===== src/rtl/digit_scan_if.sv =====
// Bundle between the stopwatch display logic (master) and the multiplexed
// 7-segment scan driver (slave).
interface digit_scan_if #(
  parameter int NUM_DIGITS = 4,
  parameter int BRIGHT_W   = 3
);
  localparam int IDX_W = $clog2(NUM_DIGITS);

  logic                    en;
  logic [4*NUM_DIGITS-1:0] digits;
  logic [NUM_DIGITS-1:0]   dp_in;
  logic [NUM_DIGITS-1:0]   blank_mask;
  logic                    lz_suppress;
  logic [BRIGHT_W-1:0]     brightness;

  logic [NUM_DIGITS-1:0]   anode;
  logic [6:0]              seg;
  logic                    dp;
  logic [IDX_W-1:0]        digit_idx;
  logic                    frame_tick;

  modport master (
    output en, digits, dp_in, blank_mask, lz_suppress, brightness,
    input  anode, seg, dp, digit_idx, frame_tick
  );

  modport slave (
    input  en, digits, dp_in, blank_mask, lz_suppress, brightness,
    output anode, seg, dp, digit_idx, frame_tick
  );
endinterface


===== src/rtl/digit_scan_driver.sv =====
// Self-timed multiplexing driver for common-anode 7-segment displays:
// prescaled digit scan, per-frame snapshot, hex decode, LZ blanking, PWM.
module digit_scan_driver #(
  parameter int NUM_DIGITS  = 4,
  parameter int REFRESH_DIV = 100000,
  parameter int BRIGHT_W    = 3,
  parameter int DEAD_CYCLES = 1
) (
  input  logic        clk,
  input  logic        rst_n,
  digit_scan_if.slave bus
);

  localparam int IDX_W = $clog2(NUM_DIGITS);
  localparam int PRE_W = (REFRESH_DIV > 1) ? $clog2(REFRESH_DIV) : 1;
  localparam int LIM_W = PRE_W + BRIGHT_W + 2;

  localparam logic [PRE_W-1:0] PRE_LAST = PRE_W'(REFRESH_DIV - 1);
  localparam logic [IDX_W-1:0] IDX_LAST = IDX_W'(NUM_DIGITS - 1);
  localparam logic [LIM_W-1:0] DIV_EXT  = LIM_W'(REFRESH_DIV);
  localparam logic [LIM_W-1:0] DEAD_EXT = LIM_W'(DEAD_CYCLES);

  logic [PRE_W-1:0]        prescaler;
  logic [IDX_W-1:0]        digit_idx_q;
  logic                    slot_end;
  logic                    frame_wrap;

  logic [4*NUM_DIGITS-1:0] snap_digits;
  logic [NUM_DIGITS-1:0]   snap_dp;
  logic [NUM_DIGITS-1:0]   snap_blank;
  logic                    snap_lz;

  logic [LIM_W-1:0]        on_limit;
  logic [LIM_W-1:0]        pre_ext;
  logic                    slot_active;
  logic                    zero_run;
  logic [NUM_DIGITS-1:0]   visible;
  logic [3:0]              cur_nib;

  logic [NUM_DIGITS-1:0]   anode_d;
  logic [6:0]              seg_d;
  logic                    dp_d;

  logic [NUM_DIGITS-1:0]   anode_q;
  logic [6:0]              seg_q;
  logic                    dp_q;
  logic                    tick_q;

  function automatic logic [6:0] hex7(input logic [3:0] v);
    hex7 = 7'h7F;
    case (v)
      4'h0: hex7 = 7'b1000000;
      4'h1: hex7 = 7'b1111001;
      4'h2: hex7 = 7'b0100100;
      4'h3: hex7 = 7'b0110000;
      4'h4: hex7 = 7'b0011001;
      4'h5: hex7 = 7'b0010010;
      4'h6: hex7 = 7'b0000010;
      4'h7: hex7 = 7'b1111000;
      4'h8: hex7 = 7'b0000000;
      4'h9: hex7 = 7'b0010000;
      4'hA: hex7 = 7'b0001000;
      4'hB: hex7 = 7'b0000011;
      4'hC: hex7 = 7'b1000110;
      4'hD: hex7 = 7'b0100001;
      4'hE: hex7 = 7'b0000110;
      4'hF: hex7 = 7'b0001110;
    endcase
  endfunction

  assign slot_end   = (prescaler == PRE_LAST);
  assign frame_wrap = bus.en && slot_end && (digit_idx_q == IDX_LAST);

  always_ff @(posedge clk) begin
    if (!rst_n) begin
      prescaler   <= '0;
      digit_idx_q <= '0;
    end else if (bus.en) begin
      if (slot_end) begin
        prescaler   <= '0;
        digit_idx_q <= (digit_idx_q == IDX_LAST) ? '0 : digit_idx_q + IDX_W'(1);
      end else begin
        prescaler <= prescaler + PRE_W'(1);
      end
    end
  end

  // Tracking inputs while disabled means resuming never shows stale data.
  always_ff @(posedge clk) begin
    if (!rst_n) begin
      snap_digits <= '0;
      snap_dp     <= '0;
      snap_blank  <= '0;
      snap_lz     <= 1'b0;
    end else if (frame_wrap || !bus.en) begin
      snap_digits <= bus.digits;
      snap_dp     <= bus.dp_in;
      snap_blank  <= bus.blank_mask;
      snap_lz     <= bus.lz_suppress;
    end
  end

  always_comb begin
    on_limit    = ((LIM_W'(bus.brightness) + LIM_W'(1)) * DIV_EXT) >> BRIGHT_W;
    pre_ext     = LIM_W'(prescaler);
    slot_active = (pre_ext >= DEAD_EXT) && (pre_ext < on_limit);

    // zero_run stays set while every nibble from the top down to i is zero.
    zero_run = 1'b1;
    visible  = '0;
    for (int i = NUM_DIGITS - 1; i >= 0; i--) begin
      zero_run   = zero_run && (snap_digits[4*i +: 4] == 4'h0);
      visible[i] = !snap_blank[i] && !(snap_lz && (i != 0) && zero_run);
    end

    cur_nib = snap_digits[{digit_idx_q, 2'b00} +: 4];

    anode_d = '1;
    if (bus.en && slot_active && visible[digit_idx_q]) begin
      anode_d[digit_idx_q] = 1'b0;
    end
    seg_d = hex7(cur_nib);
    dp_d  = ~snap_dp[digit_idx_q];
  end

  always_ff @(posedge clk) begin
    if (!rst_n) begin
      anode_q <= '1;
      seg_q   <= 7'h7F;
      dp_q    <= 1'b1;
      tick_q  <= 1'b0;
    end else begin
      anode_q <= anode_d;
      seg_q   <= seg_d;
      dp_q    <= dp_d;
      tick_q  <= frame_wrap;
    end
  end

  assign bus.anode      = anode_q;
  assign bus.seg        = seg_q;
  assign bus.dp         = dp_q;
  assign bus.digit_idx  = digit_idx_q;
  assign bus.frame_tick = tick_q;

endmodule


===== src/flat_wrapper.sv =====
// flat-port wrapper written by rule: the top's interface ports become plain ports
module digit_scan_driver_flat 
#(
  parameter int NUM_DIGITS  = 4,
  parameter int REFRESH_DIV = 100000,
  parameter int BRIGHT_W    = 3,
  parameter int DEAD_CYCLES = 1
)
  (clk, rst_n, bus_en, bus_digits, bus_dp_in, bus_blank_mask, bus_lz_suppress, bus_brightness, bus_anode, bus_seg, bus_dp, bus_digit_idx, bus_frame_tick);
  digit_scan_if #(.NUM_DIGITS(NUM_DIGITS), .BRIGHT_W(BRIGHT_W)) bus_i ();
  input  logic clk;
  input  logic rst_n;
  input wire logic [$bits(bus_i.en)-1:0] bus_en;
  input wire logic [$bits(bus_i.digits)-1:0] bus_digits;
  input wire logic [$bits(bus_i.dp_in)-1:0] bus_dp_in;
  input wire logic [$bits(bus_i.blank_mask)-1:0] bus_blank_mask;
  input wire logic [$bits(bus_i.lz_suppress)-1:0] bus_lz_suppress;
  input wire logic [$bits(bus_i.brightness)-1:0] bus_brightness;
  output wire logic [$bits(bus_i.anode)-1:0] bus_anode;
  output wire logic [$bits(bus_i.seg)-1:0] bus_seg;
  output wire logic [$bits(bus_i.dp)-1:0] bus_dp;
  output wire logic [$bits(bus_i.digit_idx)-1:0] bus_digit_idx;
  output wire logic [$bits(bus_i.frame_tick)-1:0] bus_frame_tick;
  assign bus_i.en = bus_en;
  assign bus_i.digits = bus_digits;
  assign bus_i.dp_in = bus_dp_in;
  assign bus_i.blank_mask = bus_blank_mask;
  assign bus_i.lz_suppress = bus_lz_suppress;
  assign bus_i.brightness = bus_brightness;
  assign bus_anode = bus_i.anode;
  assign bus_seg = bus_i.seg;
  assign bus_dp = bus_i.dp;
  assign bus_digit_idx = bus_i.digit_idx;
  assign bus_frame_tick = bus_i.frame_tick;
  digit_scan_driver #(.NUM_DIGITS(NUM_DIGITS), .REFRESH_DIV(REFRESH_DIV), .BRIGHT_W(BRIGHT_W), .DEAD_CYCLES(DEAD_CYCLES)) u_core (.clk(clk), .rst_n(rst_n), .bus(bus_i));
endmodule

===== config.mk =====
export PLATFORM = sky130hd
export DESIGN_NAME = digit_scan_driver_flat
export DESIGN_NICKNAME = d
export VERILOG_FILES = /design/src/rtl/digit_scan_if.sv /design/src/rtl/digit_scan_driver.sv /design/src/flat_wrapper.sv
export SDC_FILE = /design/constraint.sdc
export NUM_CORES = 1
export LEC_CHECK = 0
export ABC_CLOCK_PERIOD_IN_PS = 6000
export CAP_MARGIN = 10
export CORE_ASPECT_RATIO = 1.75
export CORE_MARGIN = 4
export CORE_UTILIZATION = 35
export CTS_BUF_LIST = sky130_fd_sc_hd__clkbuf_16
export CTS_CLUSTER_DIAMETER = 50
export CTS_CLUSTER_SIZE = 20
export DETAILED_ROUTE_END_ITERATION = 6
export PLACE_DENSITY = 0.59
export SYNTH_ARGS = -nofsm -noshare
export SYNTH_HDL_FRONTEND = slang
export SYNTH_SLANG_ARGS = --single-unit

===== constraint.sdc =====
create_clock -name clk -period 6 [get_ports clk]
set_input_delay 1.5 -clock clk [delete_from_list [all_inputs] [get_ports clk]]
set_output_delay 1.5 -clock clk [all_outputs]
set_load 0.03 [all_outputs]

==> results of run 1 <==
## worst max-delay path: cells and delay by family
kind | cells | cell delay [ns]
and+or+nand+nor | 3 | 0.44
AOI/OAI and AO/OA | 5 | 1.25
xor gates and xnor gates | 2 | 0.44
buffers and inverters | 2 | 0.58
adders and majority gates | 4 | 1.29
## final cells by class
cell class,count,area (um2)
inverters,14,52.6
flip-flops and latches,57,1140
clock inverters,7,86.3
fillers,927,5210
clock buffers,9,225
well taps,122,153
multi-input cells,317,2120
repair buffers,49,475
## how the worst max path moves through the flow
stage | start | end | slack [ns]
global route | bus_brightness[0] | u_core.bus.anode[1] | 0.44
global placement | bus_brightness[0] | u_core.bus.anode[2] | 0.51
floorplan | bus_brightness[0] | u_core.bus.anode[0] | 1.23
finish | bus_brightness[0] | u_core.bus.anode[3] | 0.69
detailed placement | bus_brightness[0] | u_core.bus.anode[3] | 0.36
CTS | bus_brightness[0] | u_core.bus.anode[3] | 0.69
## layer usage
metal,vias to the layer above,global-route usage,routed length [um]
met5,-,0,0
met4,0,0.0870,336
met3,23,0.0273,272
li1,1526,-,-
met1,1395,0.152,3060
met2,63,0.280,4660
## cell families after synthesis
family / after synthesis
DFF: 57
adders and majority gates: 39
AOI/OAI and AO/OA: 72
muxes: 7
xor gates and xnor gates: 27
buffers and inverters: 34
and+or+nand+nor: 172
## metrics by stage
step | utilization | instances
4_1_cts | 0.450 | 575
2_1_floorplan | - | 408
3_5_place_dp | 0.417 | 559
6_report | 0.450 | 575
5_1_grt | 0.450 | 575
3_3_place_gp | 0.417 | 559
## state kept, by name (all words and copies together), names as in the netlist, 2 cells and up
register,flops
u_core.bus.anode,4
u_core.bus.seg,7
u_core.snap_blank,4
u_core.prescaler,17
u_core.bus.digit_idx,2
u_core.snap_digits,16
u_core.snap_dp,4
## cells in the mapped netlist, drive strengths merged (2+ instances only)
| cell | number | area, um2 |
|---|---|---|
| a21boi | 2 | 15.0 |
| nand2b | 2 | 12.5 |
| and3 | 5 | 31.3 |
| xor2 | 13 | 114 |
| a21oi | 14 | 70.1 |
| and4 | 2 | 20.0 |
| nand3b | 3 | 22.5 |
| nand2 | 53 | 201 |
| nor3 | 8 | 40.0 |
| buf | 11 | 52.6 |
| dfxtp | 57 | 1140 |
| nor4 | 5 | 31.3 |
| a21o | 3 | 22.5 |
| clkbuf | 9 | 33.8 |
| nand4 | 4 | 25.0 |
| o31ai | 2 | 15.0 |
| xnor2 | 14 | 123 |
| or3 | 4 | 35.0 |
| or4 | 2 | 15.0 |
| ha | 39 | 488 |
| nand3 | 42 | 210 |
| and2 | 2 | 12.5 |
| inv | 14 | 52.6 |
| o221ai | 3 | 26.3 |
| o21ai | 32 | 160 |
| nor2 | 36 | 135 |
| a211oi | 2 | 15.0 |
| mux4 | 5 | 113 |
| o211ai | 5 | 37.5 |
## where the power goes
part / switching (mW) / leakage [nW] / internal (mW)
clock: 0.166 / 0.156 / 0.358
sequential: 0.0105 / 0.467 / 0.396
combinational: 0.0970 / 1.07 / 0.0800
==> load_flow_metrics.sql, run 1 <==
INSERT INTO impl_metrics (metric_group, metric, value, unit) VALUES
('synth', 'number_of_enable_flip_flop_cells_after_synthesis', '0', ''),
('synth', 'dominantRegCellSynth', 'sky130_fd_sc_hd__dfxtp_1', ''),
('final_layout', 'final_layout_size_suffix_gt1_frac', '0.0728', ''),
('synth', 'synth_area_per_cell', '8.34', 'um2'),
('cts', 'post_cts_resized', '0', ''),
('placed_design', 'preCtsSetupSlack', '0.363', 'ns'),
('drt', 'dr.first_iter.drc_count', '112', ''),
('sta', 'fin_worst_skew', '0.00529', 'ns'),
('sta', 'finalCritPeriodShare', '0.886', ''),
('cts', 'cts.reportedPaths.clkPinSlew', '0.05', 'ns'),
('cts', 'clock_latency', '0.32', 'ns'),
('synth', 'postSynthNetCount', '478', ''),
('cts', 'cts-buffers-inserted', '9', ''),
('final_layout', 'syn2layout_area_growth', '25.1', '%'),
('cts', 'cts_hold_buf', '0', ''),
('synth', 'synth-seq-area-share', '0.335', ''),
('worst_setup_path', 'reg2reg_from', 'u_core.bus.digit_idx[0]', ''),
('synth', 'synth-warning-count', '0', ''),
('cts', 'cts.sinks', '57', ''),
('worst_setup_path', 'regToRegEndpoint', 'u_core.bus.seg[3]', ''),
('worst_setup_path', 'worst-r2r-setup-slack', '3.60', 'ns'),
('synth', 'synth.cell_area', '3400', 'um2'),
('worst_setup_path', 'worstPathCellList', 'clkdlybuf4s50_1 > inv_1 > ha_1 > xnor2_1 > ha_1 > ha_1 > nand3_1 > a211o_1 > o211ai_1 > xor2_1 > ha_1 > and3_1 > a221o_1 > a21o_1 > o221ai_1 > nand3_1', ''),
('power', 'cellPowerDensity', '260', 'nW/um2'),
('global_route', 'grt_pass1_vias', '2885', ''),
('die', 'floorplan.die.width', '82.5', 'um'),
('hold_path', 'worstHoldEndpoint', 'u_core.snap_blank[0]', ''),
('final_layout', 'antenna_diodes', '0', ''),
('run_status', 'run_status', 'completed', ''),
('global_route', 'grt_antenna_before_repair', '0', ''),
('global_route', 'grt_start_max_net_pins', '64', ''),
('sta', 'fmax', '188', 'MHz'),
('drt', 'drt.antenna.violating_nets', '0', ''),
('sta', 'setup_viol_count_final', '0', ''),
('drt', 'detail_route.drc_violations', '0', ''),
('die', 'die-height', '138', 'um'),
('power', 'vdd_ir_drop_max', '0.000172', 'V'),
('sta', 'report.final.slew_viol_count', '0', ''),
('worst_setup_path', 'crit_path_top_delay_cell', 'sky130_fd_sc_hd__clkdlybuf4s50_1', ''),
('synth', 'synth_simple_gate_area_share', '0.243', ''),
('hold_path', 'worstHoldPathType', 'reg -> reg', ''),
('placed_design', 'dpl-instance-area', '3950', 'um2'),
('worst_setup_path', 'critPathArrivalTime', '5.50', 'ns'),
('cts', 'tritoncts', 'yes', ''),
('synth', 'postSynthCellCount', '408', ''),
('sta', 'final_period_minus_worst_setup_slack', '5.31', 'ns'),
('hold_path', 'min-delay-start', 'u_core.snap_blank[0]', ''),
('final_layout', 'design_area', '4260', 'um2'),
('global_route', 'first_pass_grt_wire_length', '13.4', 'mm'),
('drt', 'drt-total-wl', '8.33', 'mm'),
('drt', 'drt_pre_antenna_iters', '4', ''),
('sta', 'holdWs', '0.459', 'ns'),
('die', 'die-area', '11400', 'um2'),
('synth', 'synth.mux.area_fraction', '0.0393', ''),
('synth', 'synth_seq_cells', '57', ''),
('cts', 'cts_root_buf', 'sky130_fd_sc_hd__clkbuf_16', ''),
('final_layout', 'commonest_non_fill_non_tap_cell_in_the_layout', 'sky130_fd_sc_hd__dfxtp_1', ''),
('sta', 'timing_hold_violations_final', '0', ''),
('sta', 'setup_repair_after_global_routing_missed_its_margin', 'false', ''),
('synth', 'synthXorXnorAreaFrac', '0.0695', ''),
('die', 'initial_utilization', '0.359', ''),
('worst_setup_path', 'cp-start-kind', 'input pin', ''),
('flow_run', 'timing.max_cap.violations', '0', ''),
('power', 'report.power.total', '1.11', 'mW'),
('sta', 'slew_of_the_pin_with_the_lowest_slew_margin', '0.636', 'ns'),
('worst_setup_path', 'critical-path-max-stage-delay', '0.47', 'ns'),
('cts', 'post-cts-setup-buffer-count', '0', ''),
('power', 'leakagePower', '1.69', 'nW'),
('sta', 'timing.final.ws_setup', '0.686', 'ns'),
('synth', 'share_of_the_synthesized_area_in_compound_gates_ao_oa_aoi_oai', '0.129', ''),
('synth', 'main_combinational_cell_family_by_area_after_synthesis', 'simple AND/OR/NAND/NOR gates', '');
(Power assumes the default switching activity.)
==> run 2, diff against run 1 <==
- DONT_BUFFER_PORTS: unset -> 1
- PLACE_DENSITY: 0.59 -> 0.53
- REMOVE_ABC_BUFFERS: unset -> 1
==> load_flow_metrics.sql, run 2 (synthesis results as in run 1) <==
INSERT INTO impl_metrics (metric_group, metric, value, unit) VALUES
('sta', 'report.final.slew_viol_count', '0', ''),
('drt', 'drt-total-wl', '8.04', 'mm'),
('sta', 'slew-limit-headroom', '0.373', ''),
('die', 'die-area', '11400', 'um2'),
('worst_setup_path', 'crit_path_end_kind', 'flip-flop', ''),
('sta', 'timing_hold_violations_final', '0', ''),
('sta', 'finalCritPeriodShare', '0.802', ''),
('cts', 'post-cts-setup-buffer-count', '0', ''),
('global_route', 'grt_pass1_vias', '2701', ''),
('flow_run', 'timing.max_cap.violations', '0', ''),
('hold_path', 'min-delay-start', 'u_core.snap_digits[0]', ''),
('final_layout', 'regMostFlops', 'u_core.prescaler', ''),
('die', 'floorplan.die.width', '82.5', 'um'),
('die', 'die-height', '138', 'um'),
('cts', 'cts.reportedPaths.clkPinSlew', '0.05', 'ns'),
('worst_setup_path', 'worst-r2r-setup-slack', '3.43', 'ns'),
('global_route', 'grtUsageMet1', '0.139', ''),
('global_route', 'first_pass_grt_wire_length', '12.7', 'mm'),
('cts', 'cts.sinks', '57', ''),
('power', 'leakagePower', '1.48', 'nW'),
('drt', 'drt.antenna.violating_nets', '0', ''),
('drt', 'drt_pre_antenna_iters', '4', ''),
('drt', 'detail_route.drc_violations', '0', ''),
('global_route', 'track_usage', '0.144', ''),
('sta', 'totalNegativeSetupSlack', '0', 'ns'),
('final_layout', 'finalNonFillerCells', '526', ''),
('cts', 'clock_latency', '0.32', 'ns'),
('placed_design', 'globalplace.congestion', '0.835', ''),
('cts', 'cts-buffers-inserted', '9', ''),
('placed_design', 'dpl-instance-area', '3480', 'um2'),
('die', 'core.rowCount', '47', ''),
('global_route', 'grt_start_max_net_pins', '64', ''),
('die', 'initial_utilization', '0.359', ''),
('cts', 'post_cts_resized', '0', ''),
('hold_path', 'worstHoldPathType', 'reg -> reg', ''),
('cts', 'cts_max_level', '3', ''),
('drt', 'wire_per_inst', '15.3', 'um'),
('sta', 'setup_repair_after_global_routing_missed_its_margin', 'false', ''),
('global_route', 'global_route.usage.met2', '0.272', ''),
('worst_setup_path', 'cp_max_fo', '8', ''),
('final_layout', 'fillers', '948', ''),
('final_layout', 'top_library_cells_by_usage_in_the_layout_fill_and_taps_aside', '57 x sky130_fd_sc_hd__dfxtp_1, 52 x sky130_fd_sc_hd__nand2_1, 42 x sky130_fd_sc_hd__nand3_1, 39 x sky130_fd_sc_hd__ha_1, 36 x sky130_fd_sc_hd__nor2_1', ''),
('power', 'report.power.total', '1.01', 'mW'),
('worst_setup_path', 'reg2reg_from', 'u_core.bus.digit_idx[0]', ''),
('worst_setup_path', 'critPathArrivalTime', '4.98', 'ns'),
('placed_design', 'port_buffers', '0', ''),
('power', 'cellPowerDensity', '270', 'nW/um2'),
('placed_design', 'placed_cells', '511', ''),
('sta', 'final_period_minus_worst_setup_slack', '4.81', 'ns'),
('final_layout', 'antenna_diodes', '0', ''),
('drt', 'vias', '2771', ''),
('cts', 'clock_tree_buffer_depth', '2', ''),
('global_route', 'globalRoute.busiestLayer', 'met2', ''),
('final_layout', 'design_area', '3750', 'um2'),
('cts', 'tritoncts', 'yes', ''),
('cts', 'cts_hold_buf', '0', ''),
('final_layout', 'final-seq-area', '1140', 'um2'),
('worst_setup_path', 'timing.critical_path.from', 'bus_brightness[0]', ''),
('final_layout', 'multi_input_comb_area', '2120', 'um2'),
('global_route', 'grt_use_met3', '0.0326', ''),
('power', 'vdd_ir_drop_max', '0.000148', 'V'),
('run_status', 'run_status', 'completed', ''),
('global_route', 'overflow', '0', ''),
('final_layout', 'largest_register_ff_count', '17', ''),
('final_layout', 'syn2layout_area_growth', '10.3', '%'),
('worst_setup_path', 'cp-start-kind', 'input pin', ''),
('cts', 'cts_root_buf', 'sky130_fd_sc_hd__clkbuf_16', ''),
('sta', 'fin_worst_skew', '0.00991', 'ns'),
('worst_setup_path', 'crit_type', 'in -> reg', ''),
('drt', 'viasPerCell', '5.27', ''),
('sta', 'fmax', '208', 'MHz'),
('sta', 'setup_viol_count_final', '0', ''),
('die', 'core_area', '9470', 'um2'),
('sta', 'slew_of_the_pin_with_the_lowest_slew_margin', '0.940', 'ns'),
('placed_design', 'dp_hpwl', '6.23', 'mm'),
('die', 'design.portCount', '46', ''),
('final_layout', 'commonest_non_fill_non_tap_cell_in_the_layout', 'sky130_fd_sc_hd__dfxtp_1', ''),
('global_route', 'grt_antenna_before_repair', '0', ''),
('final_layout', 'final_layout_size_suffix_gt1_frac', '0.0644', ''),
('drt', 'dr.first_iter.drc_count', '93', ''),
('final_layout', 'finish.net_count', '470', ''),
('worst_setup_path', 'required', '6.17', 'ns');
-- run 2: cell types whose count changed in the layout (fill, tap and decap cells not counted) --
cell	before	now
sky130_fd_sc_hd__clkdlybuf4s50_1	44	0
sky130_fd_sc_hd__clkinv_1	0	2
sky130_fd_sc_hd__clkinv_2	3	2
sky130_fd_sc_hd__buf_2	1	0
sky130_fd_sc_hd__buf_4	4	1
sky130_fd_sc_hd__clkinvlp_4	1	0
sky130_fd_sc_hd__bufinv_16	2	1
-- run 2: worst paths after layout --
| check | to | cells after the start |
|---|---|---|
| setup / recovery | u_core.bus.anode[1] | 15 |
| setup reg to reg | u_core.bus.seg[3] | 7 |
| hold / removal | u_core.snap_digits[0] | 2 |
| hold reg to reg | u_core.snap_digits[0] | 2 |
-- run 2: critical path, cell delays in order --
cell                       delay, ns
sky130_fd_sc_hd__inv_1          0.08
sky130_fd_sc_hd__ha_1           0.40
sky130_fd_sc_hd__xnor2_1        0.25
sky130_fd_sc_hd__ha_1           0.28
sky130_fd_sc_hd__ha_1           0.36
sky130_fd_sc_hd__nand3_1        0.09
sky130_fd_sc_hd__a211o_1        0.25
sky130_fd_sc_hd__o211ai_1       0.15
sky130_fd_sc_hd__xor2_1         0.18
sky130_fd_sc_hd__ha_1           0.26
sky130_fd_sc_hd__and3_1         0.20
sky130_fd_sc_hd__a221o_1        0.34
sky130_fd_sc_hd__a21o_1         0.18
sky130_fd_sc_hd__o221ai_1       0.30
sky130_fd_sc_hd__nand3_1        0.15
-- run 2: power breakdown --
group / total, mW / switching (mW) / internal (mW) / leakage (nW)
logic: 0.125 / 0.0708 / 0.0543 / 0.874
clock network: 0.470 / 0.158 / 0.312 / 0.141
registers: 0.418 / 0.0216 / 0.396 / 0.467
total: 1.01 / 0.251 / 0.762 / 1.48
-- run 2: metal layers --
layer	up-vias	wire [um]
met3	12	364
met4	0	183
met1	1270	3030
met2	62	4470
met5	-	0
li1	1427	-
-- run 2: metrics by stage --
step / setup WS (ns) / hold slack (ns) / utilization
floorplan: 1.23 / 0.434 / -
global placement: 1.02 / 0.446 / 0.367
detailed placement: 0.855 / 0.452 / 0.367
CTS: 1.18 / 0.460 / 0.396
global route: 0.938 / 0.479 / 0.396
finish: 1.19 / 0.463 / 0.396
-- run 2: cell type report --
class                      count  share of cell area
tap                          122              0.0407
sequential                    57               0.304
multi-input combinational    317               0.566
clock buffer                   9              0.0600
timing repair buffer           1             0.00200
clock inverter                 6              0.0137
inverter                      14              0.0140
